$ cat config.mk
export PLATFORM = sky130hd
export DESIGN_NAME = fsk_mod_tx
export DESIGN_NICKNAME = d
export VERILOG_FILES = /design/src/rtl/fsk_mod_tx.sv
export SDC_FILE = /design/constraint.sdc
export NUM_CORES = 1
export LEC_CHECK = 0
export ABC_AREA = 1
export CAP_MARGIN = 10
export CORE_UTILIZATION = 55
export CTS_BUF_LIST = sky130_fd_sc_hd__clkbuf_4
export DETAILED_ROUTE_END_ITERATION = 10
export GPL_TIMING_DRIVEN = 0
export PLACE_DENSITY = 0.87
export SYNTH_ARGS = -nofsm -noshare
export SYNTH_HDL_FRONTEND = slang
export SYNTH_SLANG_ARGS = --single-unit
$ cat constraint.sdc
create_clock -name in_clk -period 1.9 [get_ports in_clk]
set_input_delay 0.475 -clock in_clk [delete_from_list [all_inputs] [get_ports in_clk]]
set_output_delay 0.475 -clock in_clk [all_outputs]
set_load 0.1 [all_outputs]
$ cat src/rtl/fsk_mod_tx.sv
`default_nettype none
// ============================================================================
// Module : fsk_mod_tx
// Binary continuous-phase FSK modulator: bit handshake, phase-accumulator NCO,
// quarter-wave sine LUT and a two-stage registered output pipeline.
// Rev    : 1.0  initial release
// ============================================================================
module fsk_mod_tx #(
   parameter int                 PHASE_W         = 32,
   parameter logic [PHASE_W-1:0] F0_WORD         = 32'h0400_0000,
   parameter logic [PHASE_W-1:0] F1_WORD         = 32'h0800_0000,
   parameter int                 SAMPLES_PER_BIT = 128,
   parameter int                 AMP             = 32767
) (
   input  logic               in_clk,
   input  logic               reset,
   input  logic               bit_in,
   input  logic               bit_valid,
   output logic               bit_ready,
   output logic signed [15:0] mod_data,
   output logic               mod_valid,
   output logic               tx_busy
);

   localparam int             CNT_W    = $clog2(SAMPLES_PER_BIT);
   localparam logic           c_idle   = 1'b0;
   localparam logic           c_run    = 1'b1;
   localparam logic [CNT_W-1:0] c_last = CNT_W'(SAMPLES_PER_BIT - 1);
   localparam longint         c_pi_q30 = 64'sd3373259426;

   // Elaboration-time sine in Q30 fixed point (Taylor series to x^15),
   // giving round(AMP*sin(pi/2*(k+0.5)/64)).
   function automatic logic [14:0] lut_entry(input int k);
      longint x, x2, term, acc;
      x    = (longint'(2 * k + 1) * c_pi_q30) / 256;
      x2   = (x * x) >>> 30;
      term = x;
      acc  = x;
      for (int n = 1; n <= 7; n++) begin
         term = -((term * x2) >>> 30) / longint'((2 * n) * (2 * n + 1));
         acc  = acc + term;
      end
      acc = (longint'(AMP) * acc + (longint'(1) <<< 29)) >>> 30;
      return acc[14:0];
   endfunction

   logic [14:0] lut_rom [64];

   for (genvar gk = 0; gk < 64; gk++) begin : g_lut
      localparam logic [14:0] c_val = lut_entry(gk);
      assign lut_rom[gk] = c_val;
   end

   logic               state_q,     state_d;
   logic               bit_q,       bit_d;
   logic [PHASE_W-1:0] phase_q,     phase_d;
   logic [CNT_W-1:0]   cnt_q,       cnt_d;
   logic               a_valid_q,   a_valid_d;
   logic               a_neg_q,     a_neg_d;
   logic [14:0]        a_mag_q,     a_mag_d;
   logic               mod_valid_q, mod_valid_d;
   logic [15:0]        mod_data_q,  mod_data_d;

   logic               at_last;
   logic               hs;
   logic [7:0]         idx;
   logic [5:0]         addr;

   assign at_last = (state_q == c_run) && (cnt_q == c_last);
   assign hs      = bit_valid & bit_ready;

   always_ff @(posedge in_clk or negedge reset) begin
      if (!reset) begin
         state_q     <= c_idle;
         bit_q       <= 1'b0;
         phase_q     <= '0;
         cnt_q       <= '0;
         a_valid_q   <= 1'b0;
         a_neg_q     <= 1'b0;
         a_mag_q     <= '0;
         mod_valid_q <= 1'b0;
         mod_data_q  <= '0;
      end else begin
         state_q     <= state_d;
         bit_q       <= bit_d;
         phase_q     <= phase_d;
         cnt_q       <= cnt_d;
         a_valid_q   <= a_valid_d;
         a_neg_q     <= a_neg_d;
         a_mag_q     <= a_mag_d;
         mod_valid_q <= mod_valid_d;
         mod_data_q  <= mod_data_d;
      end
   end

   always_comb begin
      state_d = state_q;
      bit_d   = bit_q;
      cnt_d   = cnt_q;
      phase_d = phase_q;
      case (state_q)
         c_idle: begin
            phase_d = '0;
            if (hs) begin
               state_d = c_run;
               bit_d   = bit_in;
               cnt_d   = '0;
            end
         end
         default: begin
            phase_d = phase_q + (bit_q ? F1_WORD : F0_WORD);
            cnt_d   = cnt_q + 1'b1;
            // A handshake on the last sample chains the next bit with no gap.
            if (at_last) begin
               cnt_d = '0;
               if (hs) begin
                  bit_d = bit_in;
               end else begin
                  state_d = c_idle;
                  phase_d = '0;
               end
            end
         end
      endcase
   end

   always_comb begin
      bit_ready = (state_q == c_idle) | at_last;
      tx_busy   = (state_q == c_run) | a_valid_q | mod_valid_q;
   end

   // Odd quadrants walk the quarter table backwards: 63-i == ~i.
   always_comb begin
      idx         = phase_q[PHASE_W-1 -: 8];
      addr        = idx[6] ? ~idx[5:0] : idx[5:0];
      a_valid_d   = (state_q == c_run);
      a_neg_d     = idx[7];
      a_mag_d     = lut_rom[addr];
      mod_valid_d = a_valid_q;
      if (!a_valid_q) begin
         mod_data_d = '0;
      end else if (a_neg_q) begin
         mod_data_d = -{1'b0, a_mag_q};
      end else begin
         mod_data_d = {1'b0, a_mag_q};
      end
   end

   assign mod_data  = mod_data_q;
   assign mod_valid = mod_valid_q;

endmodule
`default_nettype wire

==> flow_summary.yaml, run 1 <==
status:
  status: "finished with violations"
  violations: "setup timing"
floorplan:
  std_cell_rows: 26
  die_y_um: 75.97
  fp.dieW_um: 75.97
  pin_count: 23
  die_area_mm2: 0.005771
  core_mm2: 0.005172
  initial_core_util: 0.5818
synthesis:
  netlist_top_cells_area: "dfrtp_1 41%, nand2_1 12%, ha_1 7.1%"
  synth-xor-area-share: 0.02037
  yosys.area.top_type_share: 0.4075
  ys_types: 34
  avgSynthCellArea_um2: 7.736
  synth_compound_area_frac: 0.1181
  synth_area_mm2: 0.003009
  ys_seq_area_frac: 0.4075
  synthMuxAreaShare: 0
  synthCells: 389
  synthAdderAreaFrac: 0.07734
  synth_top_cell_by_area: "dfrtp_1"
  synth_top_family_by_area: "simple AND/OR/NAND/NOR gates"
  synth_seq_cells: 49
  ys_warn_count: 0
  syn-num-nets: 411
  synth-simple-area-share: 0.2861
grt:
  groute.usage.overall: 0.2627
  grtUsageMet2: 0.4591
  grt_pass1_wl_mm: 12.27
  grt.met3_usage: 0.03133
  first_global_vias: 2681
  grt.busiest_layer: "met2"
  met1_usage: 0.3325
  antenna_found_initial: 0
  grt_max_degree: 40
  grt.overflow.total: 0
drt:
  wl_per_cell_um: 15.71
  finalWirelength_mm: 8.091
  drcViolationCount: 0
  routed_via_density: 5.650
  detail-route-antenna-nets: 0
  dr.pass1.iters: 5
  drtIter0Drc: 265
  via_count: 2910
setup_path:
  crit_path_end_kind: "output pin"
  crit_required_ps: 1420
  criticalPathCategory: "register to output pin"
  critPathLaunchType: "register"
  worstPathArrival_ps: 1540
  worstPathMaxFanout: 3
cells_and_area:
  final_cell_mix: "90 x nand2_1, 47 x dfrtp_1, 41 x nor2_1, 34 x inv_1, 31 x nand3_1"
  utilization: 0.7615
  layout-drive-gt1-share: 0.2742
  n_antenna_cell: 0
  final_common_cell: "nand2_1"
  layout.nets: 466
  syn2layout_area_growth_pct: 30.89
  fillers: 333
sta:
  min_period_ps: 2012
  finClkSkew_ps: 27.47
  hold_viol_final: 0
  slew_violations: 0
  hold_slack_ps: 420.7
  worst_slack_ps: -112.3
  max_freq_mhz: 496.9
  setup_violations: 5
  rsz0062_at_grt: "true"
  worstMarginPinSlew_ps: 549.8
  post-route-period-util: 1.059
  slew_headroom: 0.6352
cts:
  root_buffer: "clkbuf_4"
  cts_buffers: 5
  clk_pin_slew_ps: 160
  clock_sinks: 49
  insertion_delay_ps: 370
  cts_buffer_depth: 2
  htreeDepth: 2
  cts_tree: "yes"
placement:
  routabilityCongestion: 0.9541
  port_buffers: 22
  dp_hpwl_mm: 4.618
  preCtsSetupSlack_ps: -758.5
worst_hold_path:
  hold_class: "register to register"
flow_run:
  cap_violations: 0
==> synth_stat cells <==
master,number
nand3_1,36
or2_1,1
a21boi_0,1
o22ai_1,2
o21ai_4,1
nand3_2,2
nand2_4,3
nor2_1,45
inv_2,2
clkbuf_1,1
nor2_4,1
buf_2,3
nor3_1,4
nand2_1,97
xnor2_1,3
o21a_1,1
o21bai_1,1
a21oi_2,1
nand4_1,4
buf_6,8
o21ai_1,19
o211ai_1,4
nand2_2,3
and3_1,1
ha_1,17
inv_4,1
buf_4,2
dfrtp_1,49
xor2_1,4
nor2_2,1
fa_1,1
inv_1,36
a21oi_1,11
o21ai_0,23
==> area by class of cell <==
cell class | count | area, um^2 | share of cell area
Tap cell | 70 | 87.58 | 0.02224
Clock buffer | 5 | 37.54 | 0.009530
Inverter | 39 | 162.7 | 0.04130
Timing Repair Buffer | 48 | 473.0 | 0.1201
Clock inverter | 3 | 65.06 | 0.01652
Buffer | 14 | 131.4 | 0.03335
Multi-Input combinational cell | 287 | 1753 | 0.4450
Sequential cell | 49 | 1229 | 0.3119
==> metal layers <==
layer	share of wire	up-vias
met1	0.41	1366
met2	0.51	150
met5	0	-
li1	-	1365
met4	0.026	0
met3	0.059	29
==> worst max-delay path, stage by stage, from the launching register on <==
cell and delay [ps]:
dfrtp_1 440, ha_4 170, nand3_4 90, nor2_4 140, nand2_4 80, nand2_4 80
buf_12 170
==> logic make-up after synthesis <==
group	Yosys count
AO/OA/AOI/OAI	64
XOR/XNOR	7
adder cells (fa/ha/maj)	18
buffers and inverters	53
flip-flops	49
AND/OR/NAND/NOR	198
==> metrics by stage <==
step           TNS (ps)  cell area [um^2]  instances
2_1_floorplan    -7.861              3025        389
3_3_place_gp     -45960              3333        481
6_report         -153.8              3939        515
4_1_cts          -110.7              3647        504
3_5_place_dp      -3305              3348        482
5_1_grt          -673.5              3939        515
==> worst paths after layout <==
| kind | to | start | slack (ps) | cells past startpoint |
|---|---|---|---|---|
| worst max-delay path | bit_ready | cnt_q[0]$_DFFE_PN0P_ | -110 | 6 |
| worst min register to register | a_neg_q$_DFF_PN0_ | phase_q[31]$_DFF_PN0_ | 420 | 0 |
| worst max register to register | a_mag_q[5]$_DFF_PN0_ | phase_q[30]$_DFF_PN0_ | -20 | 10 |
| min in group asynchronous | cnt_q[6]$_DFFE_PN0P_ | reset | 480 | 2 |
| worst min-delay path | a_neg_q$_DFF_PN0_ | phase_q[31]$_DFF_PN0_ | 420 | 0 |
| max in group asynchronous | mod_data[8]$_DFF_PN0_ | reset | 920 | 3 |
==> flip-flops by register name (all words and copies together) (netlist names) <==
| signal | flops |
|---|---|
| a_mag_q | 15 |
| a_valid_q | 1 |
| bit_q | 1 |
| a_neg_q | 1 |
| phase_q | 6 |
| a_valid_d | 1 |
| mod_data | 16 |
| cnt_q | 7 |
| mod_valid | 1 |
==> repair_timing <==
item,in CTS,in global routing
hold buffers,1,0
pin swaps,4,27
hold endpoints to repair,10,0
resized for setup,82,50
setup buffers,13,12
setup endpoints to repair,33,15
Power of run 1 is not shown: default switching activity piles up to over one toggle a cycle in this logic, so the estimate is an artifact.
==> inputs of run 2 (changes only) <==
--- a/config.mk
+++ b/config.mk
@@ -6,7 +6,7 @@
 export NUM_CORES = 1
 export LEC_CHECK = 0
 export ABC_AREA = 1
-export CAP_MARGIN = 10
+export CAP_MARGIN = 20
 export CORE_UTILIZATION = 55
 export CTS_BUF_LIST = sky130_fd_sc_hd__clkbuf_4
 export DETAILED_ROUTE_END_ITERATION = 10
==> results of run 2 <==
Same layout as run 1: the final DEF is identical, and so are final timing and power.
Power of run 2 is left out for the same reason.
==> inputs of run 3 (changes only) <==
--- a/config.mk
+++ b/config.mk
@@ -12,6 +12,7 @@
 export DETAILED_ROUTE_END_ITERATION = 10
 export GPL_TIMING_DRIVEN = 0
 export PLACE_DENSITY = 0.87
+export SETUP_SLACK_MARGIN = 0.2
 export SYNTH_ARGS = -nofsm -noshare
 export SYNTH_HDL_FRONTEND = slang
 export SYNTH_SLANG_ARGS = --single-unit
==> run 3 against run 2 <==
Effect of this change:
- the flow still finishes with violations (setup timing)
- clock skew is 11 ps lower
- routed wire length up 4.2%
- utilization increased by 3.0 points
- clock-buffer cell count did not move
- die area is the same
- global-route usage increased by 1.7 points
- register-to-register slack gained 100 ps
- cell area increased by 3.9%
- sequential share of layout area fell by 1.1 points
- non-clock buffer count is 14 higher
- critical endpoint unchanged
- largest cell class unchanged
==> flow_summary.yaml, run 3 (synthesized netlist as in run 1, its figures left out) <==
setup_path:
  crit_required_ps: 1420
  criticalPathCategory: "register to output pin"
  path_cells: "ha_2 > nand3_4 > nor2_4 > nand2_4 > nand2_4 > buf_12"
  worstPathArrival_ps: 1490
  crit_end: "bit_ready"
  path_common_cell: "nand2_4"
  crit_path_end_kind: "output pin"
  worstPathMaxFanout: 2
  crit_path_max_incr_delay_ps: 390
  r2r_slack_ps: 80
  critPathSlowestCell: "dfrtp_1"
  critical_path_buf_inv_count: 1
  critPathLaunchType: "register"
  timing.rr.start: "phase_q[30]$_DFF_PN0_"
  setup.worst_path.start: "cnt_q[0]$_DFFE_PN0P_"
  path_delay_family: "flip-flops"
  r2r_end: "a_mag_q[5]$_DFF_PN0_"
  cp.depth: 6
  rr_worst_depth: 11
drt:
  wl_per_cell_um: 15.93
  finalWirelength_mm: 8.427
  drtIter0Drc: 274
  routed_via_density: 5.773
  detail-route-antenna-nets: 0
  drcViolationCount: 0
  via_count: 3054
  dr.pass1.iters: 5
placement:
  dp.cells: 482
  routabilityCongestion: 0.9569
  port_buffers: 22
  dp_hpwl_mm: 4.795
  preCtsSetupSlack_ps: -745.7
status:
  status: "finished with violations"
  violations: "setup timing"
sta:
  hold_viol_final: 0
  worst_slack_ps: -69.47
  rsz0062_at_grt: "true"
  finClkSkew_ps: 15.97
  max_freq_mhz: 507.8
  setup_violations: 1
  slew_headroom: 0.6705
  min_period_ps: 1969
  worstMarginPinSlew_ps: 497.6
  post-route-period-util: 1.037
  slew_violations: 0
  totalNegativeSetupSlack_ps: -69.47
cts:
  cts_buffers: 5
  cts_tree: "yes"
  clk_pin_slew_ps: 150
  root_buffer: "clkbuf_4"
  htreeDepth: 2
  insertion_delay_ps: 370
  cts_hold_buf: 0
  clock_sinks: 49
  cts_buffer_depth: 2
cells_and_area:
  layout-drive-gt1-share: 0.3704
  largest_reg_flops: 16
  final_common_cell: "nand2_1"
  layout.nets: 480
  utilization: 0.7910
  final_cell_mix: "80 x nand2_1, 46 x dfrtp_1, 39 x nor2_1, 31 x buf_4, 30 x inv_1"
  syn2layout_area_growth_pct: 35.97
  fin_cells: 529
  n_antenna_cell: 0
worst_hold_path:
  hold_class: "primary input to asynchronous set/reset pin"
grt:
  grt_pass1_wl_mm: 13.01
  antenna_found_initial: 0
  groute.usage.overall: 0.2797
  first_global_vias: 2855
  grt.overflow.total: 0
  grt_max_degree: 32
flow_run:
  cap_violations: 0
floorplan:
  std_cell_rows: 26
  pin_count: 23
  die_area_mm2: 0.005771
  initial_core_util: 0.5818
  core_mm2: 0.005172
  die_y_um: 75.97
  fp.dieW_um: 75.97
-- run 3: routing by layer --
layer | track usage | share of wire | routed length [um]
met4 | 0.1212 | 0.031 | 260
met5 | 0 | 0 | 0
met1 | 0.3367 | 0.39 | 3265
met2 | 0.5000 | 0.52 | 4398
met3 | 0.03614 | 0.060 | 502
-- run 3: repair_timing --
| action | in CTS | in global routing |
|---|---|---|
| pin swaps | 7 | 39 |
| buffers inserted | 25 | 13 |
| gates cloned | 1 | 0 |
| endpoints found under the setup margin | 33 | 18 |
| gates resized for setup | 136 | 82 |
-- run 3: layout make-up --
type | instances | area (um^2)
multi-input combinational | 287 | 1887
sequential | 49 | 1230
fill | 296 | 1081
timing repair buffer | 62 | 504.2
inverter | 39 | 163.9
buffer | 14 | 160.2
tap | 70 | 87.58
clock buffer | 5 | 37.54
clock inverter | 3 | 21.27
-- run 3: through the flow --
stage                     instance area, um^2  hold WS, ps
after floorplan                          3047        179.4
after global placement                   3354        388.3
after detailed placement                 3369        395.2
after CTS                                3676        23.80
after global routing                     4091        10.74
final                                    4091        12.55
-- run 3: how the worst min path moves through the flow --
stage	endpoint	startpoint	slack (ps)
floorplan	a_mag_q[0]$_DFF_PN0_	reset	180
global placement	a_neg_q$_DFF_PN0_	phase_q[31]$_DFF_PN0_	390
detailed placement	a_neg_q$_DFF_PN0_	phase_q[31]$_DFF_PN0_	400
CTS	cnt_q[4]$_DFFE_PN0P_	reset	20
global route	cnt_q[4]$_DFFE_PN0P_	reset	10
finish	cnt_q[4]$_DFFE_PN0P_	reset	10
Power of run 3 is left out for the same reason.
==> patch (settings of run 2) <==
Reset style: synchronous (`reset`), changed in one clocked block.
--- a/src/rtl/fsk_mod_tx.sv
+++ b/src/rtl/fsk_mod_tx.sv
@@ -69,7 +69,7 @@
    assign at_last = (state_q == c_run) && (cnt_q == c_last);
    assign hs      = bit_valid & bit_ready;
 
-   always_ff @(posedge in_clk or negedge reset) begin
+   always_ff @(posedge in_clk) begin
       if (!reset) begin
          state_q     <= c_idle;
          bit_q       <= 1'b0;
Behaviour: differs if reset is asserted again (counterexample within 4 cycles, from zero or initial values and one cycle with reset low); with reset held inactive, the same outputs for 10 cycles.
==> patch against run 2 <==
  * First-iteration DRC count grew 28%
  * Wire length down 6.0%
  * Synthesized area fell by 4.9%
  * Sequential cell count stayed put
  * Count of clock-buffer cells in the layout stayed put
  * Setup slack improved by 41 ps
  * Via count up 3.9%
  * Design area shrank 10%
  * Utilization is 3.3 points lower
  * The run still ends with setup timing left
Power is left out: it rests on default switching activity, and per cell area and clock period it moved more than threefold.
==> patch: results <==
group,metric,value,unit
finish,antenna_cells,0,
finish,nets,484,
synth,seq_area_frac_synth,34.3,%
grt,grt_pass1_wl,11600,µm
placement,place_congestion,1.01,
placement,dp_hpwl,4940,µm
outcome,violations,"setup timing",
timing,finalClockSkew,17.9,ps
detailed_routing,drt_wl_total,7610,µm
grt,grt_max_degree,17,
synth,async_reset_ff_share,0,%
timing,setup_viol,1,
detailed_routing,initialDrtViolationCount,338,
synth,yosys_warnings,0,
detailed_routing,vias,3024,
placement,io_buffers,22,
synth,synth.area.top_cells,"dfxtp_1, nand2_1, ha_1, inv_1, nand3_1",
finish,final_cells,530,
synth,synth_nets,437,
placement,place_ws,-800,ps
grt,track_usage,27.7,%
worst_setup_path,crit_arrival,1500,ps
clocking,clockBufferDepth,2,
synth,synth.distinct_cells,35,
clocking,clkLatencyLatePin,380,ps
placement,placedInstanceArea,0.00317,mm²
grt,grt_pass1_vias,2583,
worst_setup_path,crit_path_start,"cnt_q[1]",
timing,tightest_slew,638,ps
timing,fin_ws,-71.5,ps
finish,drive_above_1_share,22.9,%
placement,dp_cells,504,
worst_setup_path,r2r-start,"phase_q[30]",
synth,synthCells,415,
outcome,outcome,"finished with violations",
clocking,cts_max_level,2,
detailed_routing,drt_pass1_iterations,5,
synth,synth_commonest_cells,"nand2_1, inv_1, dfxtp_1",
min_path,hp-start,"phase_q[31]",
clocking,root_buffer,"clkbuf_4",
clocking,clk_pin_slew,150,ps
finish,largest_reg_flops,16,
-- patch: critical path: stages (launching register included) --
cell     delay [ps]
dfxtp_2         390
ha_4            160
nand2_4          70
nor2_4          110
nand3_2         110
nand2_4         110
buf_12          170
-- patch: layout make-up --
cell class | count | area [µm²]
multi-input cells | 297 | 1670
fillers | 365 | 1320
flip-flops and latches | 49 | 993
repair buffers | 41 | 408
inverters | 53 | 209
plain buffers | 15 | 108
well taps | 67 | 83.8
clock buffers | 5 | 37.5
clock inverters | 3 | 20.0
-- patch: stage by stage --
step	util, %	TNS [ps]
5_1_grt	72.8	-134
6_report	72.8	-71.5
4_1_cts	70.5	-102
3_3_place_gp	65.4	-4970
3_5_place_dp	65.4	-5500
2_1_floorplan	-	0
-- patch: path summary, 6_finish.rpt --
kind	depth (start not counted)	to	slack, ps
worst max register to register	9	a_mag_q[7]	50
worst max-delay path	6	bit_ready	-70
worst min register to register	2	a_neg_q	470
worst min-delay path	2	a_neg_q	470
-- patch: cells by family (layout without fill, tap and decap cells) --
kind of cell,after synthesis,in the layout,share of synthesized area [%]
AOI/OAI and AO/OA,82,82,16.8
adders and majority gates,18,18,8.14
xor gates and xnor gates,5,5,1.53
buffers and inverters,69,117,10.6
DFF,49,49,34.3
and+or+nand+nor,192,192,28.7
-- patch: per-layer routing --
metal / vias to the layer above / track usage, % / share of wire (%)
met5: - / 0 / 0
met1: 1342 / 35.4 / 40
li1: 1435 / - / -
met4: 0 / 10.9 / 4.2
met3: 42 / 4.20 / 8.6
met2: 205 / 46.7 / 47
-- patch: what timing repair did --
item | CTS | global route
buffers inserted | 13 | 6
setup endpoints to repair | 33 | 13
cloned | 0 | 0
pin swaps | 3 | 6
gates resized for setup | 82 | 22
